**src/rtl/ntru_pkg.sv**
```systemverilog
// Shared constants and types for the NTRU-HRSS ternary sampler.
package ntru_pkg;

    localparam int NTRU_N = 701;
    localparam int COIN_W = 256;
    localparam int IDX_W  = 10;

    typedef enum logic [2:0] {
        IDLE,
        LOAD,
        EMIT,
        FINAL,
        DONE
    } sampler_state_t;

    // Unsigned coefficient encoding: 0, 1, 2
    localparam logic [1:0] COEF_ZERO   = 2'b00;
    localparam logic [1:0] COEF_U_ONE  = 2'b01;
    localparam logic [1:0] COEF_U_TWO  = 2'b10;

    // Two's complement coefficient encoding: 0, 1, -1
    localparam logic [1:0] COEF_S_ONE  = 2'b01;
    localparam logic [1:0] COEF_S_MONE = 2'b11;

endpackage

```
**src/rtl/mod3_byte.sv**
```systemverilog
// Combinational byte mod 3. Since 4 == 1 (mod 3), a byte reduces to the
// sum of its four bit pairs; the sum is folded pairwise until it fits in
// two bits, and the residue 3 maps to 0.
module mod3_byte (
    input  logic [7:0] din,
    output logic [1:0] rem
);

    logic [3:0] s1;
    logic [2:0] s2;
    logic [1:0] s3;

    // Fold bit pairs: 0..12 -> 0..5 -> 0..3 -> residue
    always_comb begin
        s1  = {2'b00, din[1:0]} + {2'b00, din[3:2]}
            + {2'b00, din[5:4]} + {2'b00, din[7:6]};
        s2  = {1'b0, s1[3:2]} + {1'b0, s1[1:0]};
        s3  = {1'b0, s2[2]} + s2[1:0];
        rem = (s3 == 2'd3) ? 2'b00 : s3;
    end

endmodule

```
**src/rtl/ternary_sampler.sv**
```systemverilog
// Turns LFSR coin words into the NTRU-HRSS sample_iid ternary stream.
// One byte per coefficient (mod 3), coefficient N-1 forced to zero.
// Optional feature macro: TERNARY_SIGNED_EN selects two's complement
// coefficient encoding (2 -> 2'b11); otherwise coefficients are unsigned.
module ternary_sampler
    import ntru_pkg::*;
#(
    parameter int N      = NTRU_N,
    parameter int COIN_W = ntru_pkg::COIN_W
) (
    input  logic              clk,
    input  logic              rst,
    input  logic              start,
    input  logic [COIN_W-1:0] coins,
    output logic              coin_cap,
    output logic [1:0]        coeff,
    output logic [IDX_W-1:0]  coeff_idx,
    output logic              coeff_valid,
    input  logic              coeff_ready,
    output logic              coeff_last,
    output logic              busy,
    output logic              done
);

    localparam int BYTES = COIN_W / 8;
    localparam int BP_W  = (BYTES > 1) ? $clog2(BYTES) : 1;
    localparam logic [BP_W-1:0]  BP_LAST    = BP_W'(BYTES - 1);
    localparam logic [IDX_W-1:0] IDX_PENULT = IDX_W'(N - 2);

    sampler_state_t    state_q, state_d;
    logic [COIN_W-1:0] coin_buf_q;
    logic [BP_W-1:0]   bp_q;
    logic [IDX_W-1:0]  idx_q;
    logic [7:0]        cur_byte;
    logic [1:0]        rem;
    logic              hs;

    function automatic logic [1:0] encode(input logic [1:0] r);
`ifdef TERNARY_SIGNED_EN
        case (r)
            2'd1:    return COEF_S_ONE;
            2'd2:    return COEF_S_MONE;
            default: return COEF_ZERO;
        endcase
`else
        case (r)
            2'd1:    return COEF_U_ONE;
            2'd2:    return COEF_U_TWO;
            default: return COEF_ZERO;
        endcase
`endif
    endfunction

    assign cur_byte = coin_buf_q[{bp_q, 3'b000} +: 8];

    mod3_byte u_mod3 (
        .din (cur_byte),
        .rem (rem)
    );

    // Next state and outputs, decoded from registered state only
    always_comb begin
        state_d     = state_q;
        coin_cap    = 1'b0;
        coeff       = COEF_ZERO;
        coeff_valid = 1'b0;
        coeff_last  = 1'b0;
        busy        = 1'b1;
        done        = 1'b0;
        hs          = 1'b0;
        case (state_q)
            IDLE: begin
                busy = 1'b0;
                if (start) state_d = LOAD;
            end
            LOAD: begin
                coin_cap = 1'b1;
                state_d  = EMIT;
            end
            EMIT: begin
                coeff_valid = 1'b1;
                coeff       = encode(rem);
                hs          = coeff_ready;
                if (hs) begin
                    if (idx_q == IDX_PENULT)  state_d = FINAL;
                    else if (bp_q == BP_LAST) state_d = LOAD;
                end
            end
            FINAL: begin
                coeff_valid = 1'b1;
                coeff_last  = 1'b1;
                if (coeff_ready) state_d = DONE;
            end
            DONE: begin
                done    = 1'b1;
                state_d = IDLE;
            end
            default: state_d = IDLE;
        endcase
    end

    assign coeff_idx = idx_q;

    // State, coin buffer, byte pointer and index registers
    always_ff @(posedge clk) begin
        if (rst) begin
            state_q    <= IDLE;
            coin_buf_q <= '0;
            bp_q       <= '0;
            idx_q      <= '0;
        end else begin
            state_q <= state_d;
            case (state_q)
                LOAD: begin
                    coin_buf_q <= coins;
                    bp_q       <= '0;
                end
                EMIT: begin
                    if (hs) begin
                        bp_q  <= bp_q + BP_W'(1);
                        idx_q <= idx_q + IDX_W'(1);
                    end
                end
                DONE: idx_q <= '0;
                default: ;
            endcase
        end
    end

endmodule
```
**config.mk**
```make
export PLATFORM = sky130hd
export DESIGN_NAME = ternary_sampler
export DESIGN_NICKNAME = d
export VERILOG_FILES = /design/src/rtl/ntru_pkg.sv /design/src/rtl/mod3_byte.sv /design/src/rtl/ternary_sampler.sv
export SDC_FILE = /design/constraint.sdc
export NUM_CORES = 1
export LEC_CHECK = 0
export ABC_AREA = 1
export BUFFER_PORTS_ARGS = -buffer_cell sky130_fd_sc_hd__buf_2
export CORE_MARGIN = 3
export CORE_UTILIZATION = 54
export DETAILED_ROUTE_END_ITERATION = 8
export PLACE_DENSITY_LB_ADDON = 0.15
export SETUP_SLACK_MARGIN = 0.4
export SLEW_MARGIN = 40
export SYNTH_ARGS = -nofsm -noshare
export SYNTH_HDL_FRONTEND = slang
export SYNTH_SLANG_ARGS = --single-unit
```
**constraint.sdc**
```tcl
create_clock -name clk -period 8.8 [get_ports clk]
set_input_delay 1.76 -clock clk [delete_from_list [all_inputs] [get_ports clk]]
set_output_delay 1.76 -clock clk [all_outputs]
set_load 0.005 [all_outputs]
```
After elaboration in Yosys (flattened, before gate mapping)

Cells that the tools add are included.

Bits in registers: 274
Input bits: 260
Output and inout port bits: 17
Word-level logic and storage cells: 52

Add/sub/neg operators: 7
Equality and inequality tests: 14
Shifts and indexed selects: 1
Mux-type cells: 19
Reductions and logical operators: 7

Operators by type and width:

| operator                                      | count |
|---|---|
| variable part select 256 x 9 -> 8 bit         | 1 |
| one-hot mux 10 bit (2 select lines)           | 1 |
| 2-to-1 mux 3 bit                              | 5 |
| one-hot mux 3 bit (4 select lines)            | 1 |
| adder 10 x 1 -> 10 bit, second input constant | 1 |
| == test 10 bit, second input constant         | 1 |
| 2-to-1 mux 10 bit                             | 1 |
| one-hot mux 5 bit (2 select lines)            | 1 |
| adder 4 x 2 -> 4 bit                          | 2 |
| inequality test 2 bit, second input constant  | 4 |
| adder 2 x 2 -> 3 bit                          | 2 |
| == test 3 x 2 -> 1 bit, second input constant | 2 |
| 2-to-1 mux 1 bit                              | 6 |
| adder 5 x 1 -> 5 bit, second input constant   | 1 |
| == test 5 bit, second input constant          | 1 |
| 2-to-1 mux 5 bit                              | 1 |
| == test 2 bit, second input constant          | 2 |
| 2-to-1 mux 2 bit                              | 2 |
| one-hot mux 2 bit (2 select lines)            | 1 |
| AND reduction 2 bit                           | 2 |
| AND reduction 4 bit                           | 1 |
| nonzero test 2 bit                            | 2 |
| == test 3 x 1 -> 1 bit, second input constant | 1 |
| == test 3 bit, second input constant          | 1 |
| other kinds (5)                               | 5 |

Logic depth before layout (Yosys ltp)

Gate-level depths: netlist of the first run.

Word-level depth: 11
Depth in mapped cells: 24
Gate-level depth less buffers: 22

Modules after synthesis

From an unflattened synthesis of the first run, not the netlist that was laid out.

Cell total of the unflattened synthesis: 1851
Area, all modules: 12570.8 sq um

By module, submodules not included:

| module          | times used | cells each | area each (sq um) | sequential area each (sq um) |
|---|---|---|---|---|
| ternary_sampler | 1          | 1826       | 12355.6           | 5485.3 |
| mod3_byte       | 1          | 25         | 215.2             | 0.0 |

Least setup slack after synthesis of the first run

Ideal clock, no wire load.

Kind: reg-to-output
Start: register bp_q[0]
End: output port coeff[0]
Arrival: 4.050 ns
Required time: 7.040 ns
Slack: 2.990 ns
Stages on the path, launching flop included: 24
Buffers on the path: 3
Path through: dfxtp_1 buf_4 buf_4 buf_2 nand2_1 nand3_1 a21oi_1 nor2_1 nand2_1 nand2_1 inv_1 ha_1 inv_1 fa_1 inv_1 fa_1 ha_1 fa_1 ha_1 fa_1 ha_1 xnor2_1 nand2_1 nor2_1

Cells in the longest elaborated chain, start to end: 11
Elaborated cells between the ends (all ways): 12
Those cells by class: 5 x add/sub; 3 x eq/ne; 1 x shift; 3 x mux

RTL lines:

| item                                                           | line                   | RTL |
|---|---|---|
| start, declared                                                | ternary_sampler.sv:32  | `logic [BP_W-1:0] bp_q;` |
| start signal, assigned                                         | ternary_sampler.sv:120 | `bp_q <= bp_q + BP_W'(1);` |
| variable part select 256 x 9 -> 8 bit (*)                      | ternary_sampler.sv:54  | `assign cur_byte = coin_buf_q[{bp_q, 3'b000} +: 8];` |
| adder 2 x 2 -> 3 bit                                           | mod3_byte.sv:15        | `s1 = {2'b00, din[1:0]} + {2'b00, din[3:2]}` |
| adder 4 x 2 -> 4 bit                                           | mod3_byte.sv:16        | `+ {2'b00, din[5:4]} + {2'b00, din[7:6]};` |
| adder 4 x 2 -> 4 bit (*)                                       | mod3_byte.sv:16        |  |
| adder 2 x 2 -> 3 bit (*)                                       | mod3_byte.sv:17        | `s2 = {1'b0, s1[3:2]} + {1'b0, s1[1:0]};` |
| adder 1 x 2 -> 2 bit (*)                                       | mod3_byte.sv:18        | `s3 = {1'b0, s2[2]} + s2[1:0];` |
| == test 2 bit                                                  | mod3_byte.sv:19        | `rem = (s3 == 2'd3) ? 2'b00 : s3;` |
| 2-to-1 mux 2 bit (*)                                           | mod3_byte.sv:19        |  |
| == test 2 bit / == test 2 x 1 -> 1 bit (equally long branches) | ternary_sampler.sv:46  | `case (r)` |
| one-hot mux 2 bit (2 select lines) (*)                         | ternary_sampler.sv:46  |  |
| 2-to-1 mux 2 bit (*)                                           | ternary_sampler.sv:71  | `case (state_q)` |
| end, declared                                                  | ternary_sampler.sv:16  | `output logic [1:0] coeff,` |

Mark *: on every way between the ends. The rest lies on a longest branch, timed or not.

Worst setup path after layout of the first run

Start: register bp_q[2]
End: output port coeff[0]

Same word-level chain as after synthesis.

==> impl_metrics.yaml, run 1 <==
critical_path:
  worstPathMaxFanout: 20
  cp.required_ns: 7.04
  end_kind: "output pin"
  cp-start-kind: "flip-flop"
  path_class: "flip-flop to output pin"
  worstPathArrival_ns: 5.76
sta:
  max_freq_ghz: 0.133
  worstMarginPinSlew_ns: 0.807
  rsz0062_at_grt: "no"
  min_period_ns: 7.52
  skew_ns: 0.00779
  setup_viol: 0
  fin_tns_setup_ns: 0
  relSlewSlack_pct: 46.2
  hold_violations: 0
  slew_violations: 0
  fin_crit_sh_pct: 85.4
  holdWs_ns: 0.450
global_routing:
  track_usage_pct: 28.3
  grt_max_degree: 151
  grt_pass1_vias: 11200
  antenna_found_initial: 4
  grt-ovfl-total: 0
  grt_pass1_wl_mm: 56.8
route:
  routed_wl_mm: 36.8
  detail_route.wl_per_cell_um: 16.1
  ant_nets: 0
  vias_per_cell: 5.43
  drt_iter0_drc: 1128
  routed-wl-met2_mm: 16.5
  drc_errors: 0
  first_pass_iters: 6
  wl_met3_mm: 3.01
  vias: 12400
  dr.max_layer_used: "met5"
  met1_length_mm: 16.4
die:
  die_h_um: 157
  initial_core_util_pct: 55.8
  die_x_um: 157
  io-pin-count: 277
  core-area_um2: 22200
  dieArea_um2: 24700
  rows: 54
clock_tree:
  clockBufferDepth: 3
  post-cts-setup-buffer-count: 0
  cts_resized: 0
  cts_tree: "done"
  htreeDepth: 1
  clk_latency_ns: 0.53
  cts_root_buf: "clkbuf_16"
  cts.sinks: 274
  postCtsHoldBufs: 0
  cts_buffers: 28
  clk_pin_slew_worst_paths_ns: 0.06
finish:
  area_growth_pct: 18.4
  diodes: 0
  drive_gt1_share_pct: 17.3
  fin_util_pct: 66.0
  regArea_um2: 5490
  multi_input_area_um2: 5720
  final_nets: 2252
  fill_cells: 2083
synth:
  ys_seq_elements: 274
  synth_cell_types: 28
  synth_area_per_cell_um2: 6.88
  synthArstFlopShare_pct: 0
  synth-edff-count: 0
  ys_seq_area_share_pct: 44.4
  syn-num-nets: 2068
  yosysWarnings: 0
  netlist_instances: 1796
  netlist_area_um2: 12400
  synth_flop_cell: "dfxtp_1"
run_status:
  status: "finished, final reports clean"
power:
  p_leak_nw: 6.08
  powerDensity_nw_per_um2: 317
  power_mw: 4.64
  ir_drop_mv: 0.149
placed_design:
  gp_congestion: 0.963
  io_buffers: 276
  dp_hpwl_mm: 25.7
run:
  cap_violations: 0
hold_path:
  hold_class: "flip-flop to flip-flop"
-- where the power goes --
part	total [mW]	internal, mW	switching [mW]
sequential	1.74	1.59	0.151
combinational	1.63	0.537	1.09
clock	1.27	0.778	0.492
-- critical path, stage by stage, from the launching register on --
cell and delay, ns:
dfxtp_1 0.31, buf_4 0.26, clkinv_1 0.55, nand2_1 0.58, a21oi_1 0.08, nor2_1 0.11
nand2_1 0.06, nand2_1 0.06, inv_1 0.04, ha_1 0.19, inv_1 0.10, fa_1 0.41
inv_1 0.10, fa_1 0.40, ha_1 0.23, fa_1 0.43, ha_1 0.20, fa_1 0.36
ha_1 0.21, xnor2_1 0.20, nand2_1 0.07, nor2_1 0.12, buf_2 0.14
-- area by class of cell --
| cell class | instances | area share, % |
|---|---|---|
| Inverter | 142 | 3.69 |
| Tap cell | 280 | 2.39 |
| Timing Repair Buffer | 288 | 10.5 |
| Clock buffer | 39 | 5.70 |
| Clock inverter | 12 | 1.15 |
| Multi-Input combinational cell | 1246 | 39.1 |
| Sequential cell | 274 | 37.5 |
-- final timing paths --
kind	from	to	slack, ns	depth (start not counted)
setup reg to reg	state_q[1]$_SDFFE_PP0P_	coin_buf_q[87]$_SDFFE_PP0P_	6.50	6
setup / recovery	bp_q[2]$_SDFFE_PP0P_	coeff[0]	1.28	22
hold reg to reg	coin_buf_q[181]$_SDFFE_PP0P_	coin_buf_q[181]$_SDFFE_PP0P_	0.45	2
hold / removal	coin_buf_q[181]$_SDFFE_PP0P_	coin_buf_q[181]$_SDFFE_PP0P_	0.45	2
-- state kept, by name, summed over array words and instances (netlist names) --
register,flops
bp_q,5
state_q,3
coin_buf_q,256
coeff_idx,10
-- cell usage in the layout, fill, tap and decap left out, types with 6 or more instances in the layout --
master     netlist  layout
o21ai_1         20      20
o21ai_0        133     133
nor3_1           6       6
nand2_1        552     552
clkbuf_8         0       6
buf_2           77     275
o211ai_1        17      17
a21oi_1        316     316
nor2_1          37      37
inv_1          137     135
ha_1             7       7
dfxtp_1        274     272
clkbuf_16        0      30
buf_4            8       7
nand3_1        141     141
-- per-layer routing --
layer	up-vias	global-route usage (%)
li1	6211	-
met3	64	5.22
met1	5622	40.7
met5	-	0
met2	475	44.2
met4	8	7.44
-- Yosys cell counts (2+ instances only) --
cell type,n,area [µm²]
nor2_1,37,139
o21ai_1,20,100
xor2_1,2,17.5
a21oi_1,316,1580
fa_1,5,100
nand4_1,2,12.5
buf_1,4,15.0
nand2_1,552,2070
inv_1,137,514
buf_2,77,385
inv_2,3,11.3
nand3_2,2,20.0
nor3_1,6,30.0
buf_4,8,60.1
o211ai_1,17,128
ha_1,7,87.6
clkinv_1,2,7.51
dfxtp_1,274,5490
o21ai_0,133,666
clkbuf_1,44,165
nand3_1,141,706
-- cell families after synthesis --
group / after synthesis / share of synthesized area (%)
AO/OA/AOI/OAI: 486 / 20.0
XOR/XNOR: 3 / 0.213
adder cells (fa/ha/maj): 12 / 1.52
buffers and inverters: 276 / 9.46
flip-flops: 274 / 44.4
AND/OR/NAND/NOR: 745 / 24.4
-- metrics by stage --
stage	worst slack, ns	cells	instance area [µm²]
global route	0.930	2281	14600
floorplan	2.99	1796	12400
global placement	1.91	2228	13600
finish	1.28	2281	14600
CTS	1.33	2280	14600
detailed placement	1.92	2229	13600
No activity file was read; power rests on OpenSTA's default activity.
==> inputs of run 2 (changes only) <==
--- a/config.mk
+++ b/config.mk
@@ -12,4 +12,5 @@
 export DETAILED_ROUTE_END_ITERATION = 8
 export PLACE_DENSITY_LB_ADDON = 0.15
+export RECOVER_POWER = 25
 export SETUP_SLACK_MARGIN = 0.4
 export SLEW_MARGIN = 40
==> constraint.sdc (replaced) <==
create_clock -name clk -period 8.8 [get_ports clk]
set_input_delay 0.44 -clock clk [delete_from_list [all_inputs] [get_ports clk]]
set_output_delay 0.44 -clock clk [all_outputs]
set_load 0.005 [all_outputs]
==> run 2 against run 1 <==
Compared with the run above:
- the flow now finishes with violations (capacitance limit, slew limit)
- clock skew about the same
- sequential cell count unchanged
- core utilization about the same
- global-route usage up 0.16 points
- register-to-register slack worse by 0.92 ns
- maximum frequency up 13%
- largest power group unchanged
==> impl_metrics.yaml, run 2 (synthesized netlist as in run 1, its figures left out) <==
run_status:
  status: "complete, but fails checks"
  violations: "capacitance limit, slew limit"
hold_path:
  hold_class: "input port to flip-flop"
sta:
  max_freq_ghz: 0.150
  fin_crit_sh_pct: 75.6
  skew_ns: 0.00733
  setup_slack_ns: 2.15
  worstMarginPinSlew_ns: 3.96
  rsz0062_at_grt: "no"
  hold_violations: 0
  slew_violations: 269
  relSlewSlack_pct: -164
  fin_tns_setup_ns: 0
  setup_viol: 0
  min_period_ns: 6.65
placed_design:
  placed_cells: 2228
  io_buffers: 276
  dp_hpwl_mm: 25.5
  gp_congestion: 0.939
  place_ws_ns: 2.68
global_routing:
  grt_max_degree: 129
  grt_pass1_vias: 11100
  grt-ovfl-total: 0
  grt_pass1_wl_mm: 56.9
  grt-busiest-layer: "met2"
  gr-usage-met1_pct: 41.2
  gr-usage-met2_pct: 44.4
  grtUsageMet3_pct: 5.11
  antenna_found_initial: 3
  track_usage_pct: 28.5
finish:
  instances_no_fill: 2283
  regArea_um2: 5490
  final_cell_mix: "nand2_1 (552), a21oi_1 (316), dfxtp_1 (272), buf_2 (268), nand3_1 (141)"
  drive_gt1_share_pct: 16.7
  area_growth_pct: 18.4
  regMostFlops: "coin_buf_q"
  final_common_cell: "nand2_1"
  largest_reg_flops: 256
  multi_input_area_um2: 5710
  final_nets: 2253
  fill_cells: 2056
  fin_util_pct: 66.1
critical_path:
  cp.required_ns: 8.36
  slowest_delay_ns: 0.51
  worstPathArrival_ns: 6.21
  worstPathMaxFanout: 57
  cp-start-kind: "flip-flop"
  path_class: "flip-flop to output pin"
  end_kind: "output pin"
  slowest_stage: "buf_4"
  path_cells: "buf_12 -> inv_2 -> buf_4 -> nand2_1 -> nand3_1 -> nand3_1 -> nand2_1 -> nor2_1 -> nand2_1 -> nand2_1 -> inv_1 -> ha_1 -> inv_1 -> fa_1 -> inv_1 -> fa_1 -> ha_1 -> fa_1 -> ha_1 -> fa_1 -> ha_1 -> xnor2_1 -> nor3_1 -> buf_2"
route:
  detail_route.wl_per_cell_um: 16.3
  routed_wl_mm: 37.2
  vias_per_cell: 5.42
  ant_nets: 0
  first_pass_iters: 6
  drt_iter0_drc: 1464
  vias: 12400
  drc_errors: 0
clock_tree:
  post-cts-setup-buffer-count: 0
  cts_resized: 0
  clk_pin_slew_worst_paths_ns: 0.06
  cts_root_buf: "clkbuf_16"
  htreeDepth: 1
  cts_tree: "done"
  cts_buffers: 28
  clk_latency_ns: 0.53
  cts.sinks: 274
  postCtsHoldBufs: 0
  clockBufferDepth: 3
die:
  rows: 54
  initial_core_util_pct: 55.8
  dieArea_um2: 24700
  core-area_um2: 22200
  die_x_um: 157
  io-pin-count: 277
  die_h_um: 157
run:
  cap_violations: 3
power:
  powerDensity_nw_per_um2: 319
  power_mw: 4.68
  ir_drop_mv: 0.209
  p_leak_nw: 6.05
[run 2: cell types whose count changed in the layout (fill, tap and decap cells not counted), sizes merged]
cell      previous run  this run
buf                287       278
bufinv               4         5
clkbuf              40        50
clkinvlp             3         2
diode                0         2
inv                140       139
[run 2: per-layer routing]
| metal | routed length, µm | up-vias |
|---|---|---|
| met4 | 818 | 4 |
| li1 | - | 6208 |
| met5 | 31 | - |
| met1 | 16200 | 5626 |
| met2 | 16600 | 474 |
| met3 | 3450 | 62 |
[run 2: critical path, delay by kind of cell, from the launching register on]
| family | cells | cell delay [ns] |
|---|---|---|
| fa+ha+maj | 8 | 2.60 |
| buf+inv | 7 | 1.56 |
| flops | 1 | 0.43 |
| simple gates | 8 | 0.90 |
| xor+xnor | 1 | 0.15 |
[run 2: cell type report]
type                       count  area share [%]
clock inverter                11            1.29
timing repair buffer         289            10.4
tap                          280            2.39
inverter                     142            3.66
antenna                        2          0.0342
sequential                   274            37.5
multi-input combinational   1246            39.0
clock buffer                  39            5.77
[run 2: final timing paths]
kind	endpoint	startpoint	depth (start not counted)	slack [ns]
setup reg to reg	coin_buf_q[65]$_SDFFE_PP0P_	state_q[1]$_SDFFE_PP0P_	7	5.58
hold / removal	coin_buf_q[238]$_SDFFE_PP0P_	coins[238]	3	0.15
setup / recovery	coeff[1]	bp_q[0]$_SDFFE_PP0P_	24	2.15
hold reg to reg	coin_buf_q[190]$_SDFFE_PP0P_	coin_buf_q[190]$_SDFFE_PP0P_	2	0.45
[run 2: stage by stage]
stage | hold WS, ns | area [µm²]
final | 0.145 | 14600
after global routing | 0.141 | 14600
after CTS | 0.130 | 14600
after detailed placement | 0.445 | 13600
after global placement | 0.435 | 13600
after floorplan | 0.424 | 12400
[run 2: power by group]
group          switching [mW]  internal, mW  leakage (nW)
Clock                   0.490         0.814         0.503
Combinational            1.08         0.539          3.30
Sequential              0.156          1.60          2.24
==> inputs of run 3 (changes only) <==
clock period = 6.6 ns   (was 8.8 ns; I/O delays follow)
==> run 3 against run 2 <==
Compared with the run above:
- the run still ends with capacitance limit, slew limit left
- routed wire length grew 0.32%
- via count grew 0.94%
- register-to-register slack got worse by 3.4 ns
==> impl_metrics.yaml, run 3 (synthesized netlist as in run 1, its figures left out) <==
run_status:
  status: "complete, but fails checks"
  violations: "capacitance limit, slew limit"
route:
  drt_iter0_drc: 1383
  ant_nets: 0
  first_pass_iters: 6
  drc_errors: 0
  vias: 12500
  routed_wl_mm: 37.3
  vias_per_cell: 5.46
  detail_route.wl_per_cell_um: 16.3
critical_path:
  end_kind: "output pin"
  reg2reg_from: "state_q[1]$_SDFFE_PP0P_"
  cp-start-kind: "flip-flop"
  rrSetupSlack_ns: 2.23
  r2r-end: "coin_buf_q[240]$_SDFFE_PP0P_"
  worstPathMaxFanout: 38
  r2r_cells: 6
  worstPathArrival_ns: 5.59
  cp.required_ns: 6.27
  path_class: "flip-flop to output pin"
sta:
  skew_ns: 0.0125
  worstMarginPinSlew_ns: 2.72
  fin_tns_setup_ns: 0
  hold_violations: 0
  slew_violations: 211
  holdWs_ns: 0.0294
  rsz0062_at_grt: "no"
  relSlewSlack_pct: -81.6
  setup_viol: 0
  fin_crit_sh_pct: 89.7
  min_period_ns: 5.92
  setup_slack_ns: 0.683
  max_freq_ghz: 0.169
clock_tree:
  clockBufferDepth: 3
  htreeDepth: 1
  postCtsHoldBufs: 0
  cts_buffers: 28
  cts_tree: "done"
  clk_latency_ns: 0.55
  cts.sinks: 274
  cts_root_buf: "clkbuf_16"
  clk_pin_slew_worst_paths_ns: 0.06
die:
  core-area_um2: 22200
  dieArea_um2: 24700
  io-pin-count: 277
  die_x_um: 157
  initial_core_util_pct: 55.8
  rows: 54
  die_h_um: 157
hold_path:
  whs_endpoint: "coin_buf_q[38]$_SDFFE_PP0P_"
  whs_path_depth: 3
  min_from: "coins[38]"
  hold_class: "input port to flip-flop"
finish:
  final_common_cell: "nand2_1"
  final_design_area_no_fill_um2: 14600
  final_cell_mix: "nand2_1 (552), a21oi_1 (316), dfxtp_1 (271), buf_2 (267), nand3_1 (142)"
  regMostFlops: "coin_buf_q"
  drive_gt1_share_pct: 16.9
  area_growth_pct: 17.9
  largest_reg_flops: 256
  final_nets: 2256
placed_design:
  gp_congestion: 0.943
  place_ws_ns: 1.22
  dp_hpwl_mm: 26.3
  dpl_cell_area_um2: 13600
  io_buffers: 276
power:
  p_leak_nw: 6.02
  ir_drop_mv: 0.243
  powerDensity_nw_per_um2: 423
  power_mw: 6.17
global_routing:
  grt_pass1_wl_mm: 57.4
  antenna_found_initial: 4
  grt-ovfl-total: 0
  grt_max_degree: 182
  grt_pass1_vias: 11300
  track_usage_pct: 28.7
run:
  cap_violations: 4
[run 3: changes by cell type in the layout (fill, tap and decap cells not counted), moves of 2 or more]
cell	change
buf_4	+6
clkinv_2	+3
bufinv_16	-2
buf_6	-2
[run 3: per-layer routing]
metal	global-route usage [%]	vias to the layer above	wire length, µm	share of wire, %
li1	-	6222	-	-
met2	45.6	507	17000	46
met3	3.93	61	2860	7.7
met5	0	-	21	0.056
met4	6.53	4	745	2.0
met1	41.7	5696	16600	45
[run 3: worst max-delay path, stage by stage, from the launching register on]
cell and delay (ns):
dfxtp_4 0.44, inv_2 0.59, buf_4 0.37, nand3_1 0.12
nand3_1 0.11, nand2_1 0.10, nor2_1 0.13, nand2_1 0.06
nand2_1 0.09, fa_1 0.43, inv_1 0.09, fa_1 0.40
ha_1 0.22, fa_1 0.45, ha_1 0.22, fa_1 0.37
ha_1 0.31, nor3_1 0.35, buf_2 0.19
[run 3: what timing repair did]
item,4_1_cts,5_1_grt
setup buffers,0,0
setup endpoints to repair,0,2
gates resized for setup,0,3
[run 3: power breakdown]
group / internal [mW] / total, mW / switching (mW)
combinational: 0.714 / 2.18 / 1.46
sequential: 2.13 / 2.33 / 0.201
clock: 0.996 / 1.66 / 0.666
[run 3: worst max path at each step]
stage / slack (ns) / endpoint / startpoint
CTS: 0.64 / coeff[1] / bp_q[0]$_SDFFE_PP0P_
floorplan: 2.22 / coeff[0] / bp_q[0]$_SDFFE_PP0P_
global route: 0.47 / coeff[1] / bp_q[1]$_SDFFE_PP0P_
finish: 0.68 / coeff[1] / bp_q[1]$_SDFFE_PP0P_
detailed placement: 1.22 / coeff[1] / bp_q[0]$_SDFFE_PP0P_
global placement: 1.32 / coeff[1] / bp_q[0]$_SDFFE_PP0P_
[run 3: area by class of cell]
class | count | area, µm²
Sequential cell | 274 | 5490
Clock inverter | 12 | 144
Antenna cell | 2 | 5.00
Fill cell | 2052 | 7580
Multi-Input combinational cell | 1246 | 5700
Timing Repair Buffer | 292 | 1520
Tap cell | 280 | 350
Inverter | 142 | 537
Clock buffer | 39 | 833
[run 3: per-stage QoR]
step | instances | utilization [%]
floorplan | 1796 | -
global placement | 2233 | 61.4
detailed placement | 2234 | 61.5
CTS | 2285 | 65.9
global route | 2286 | 65.8
finish | 2287 | 65.8
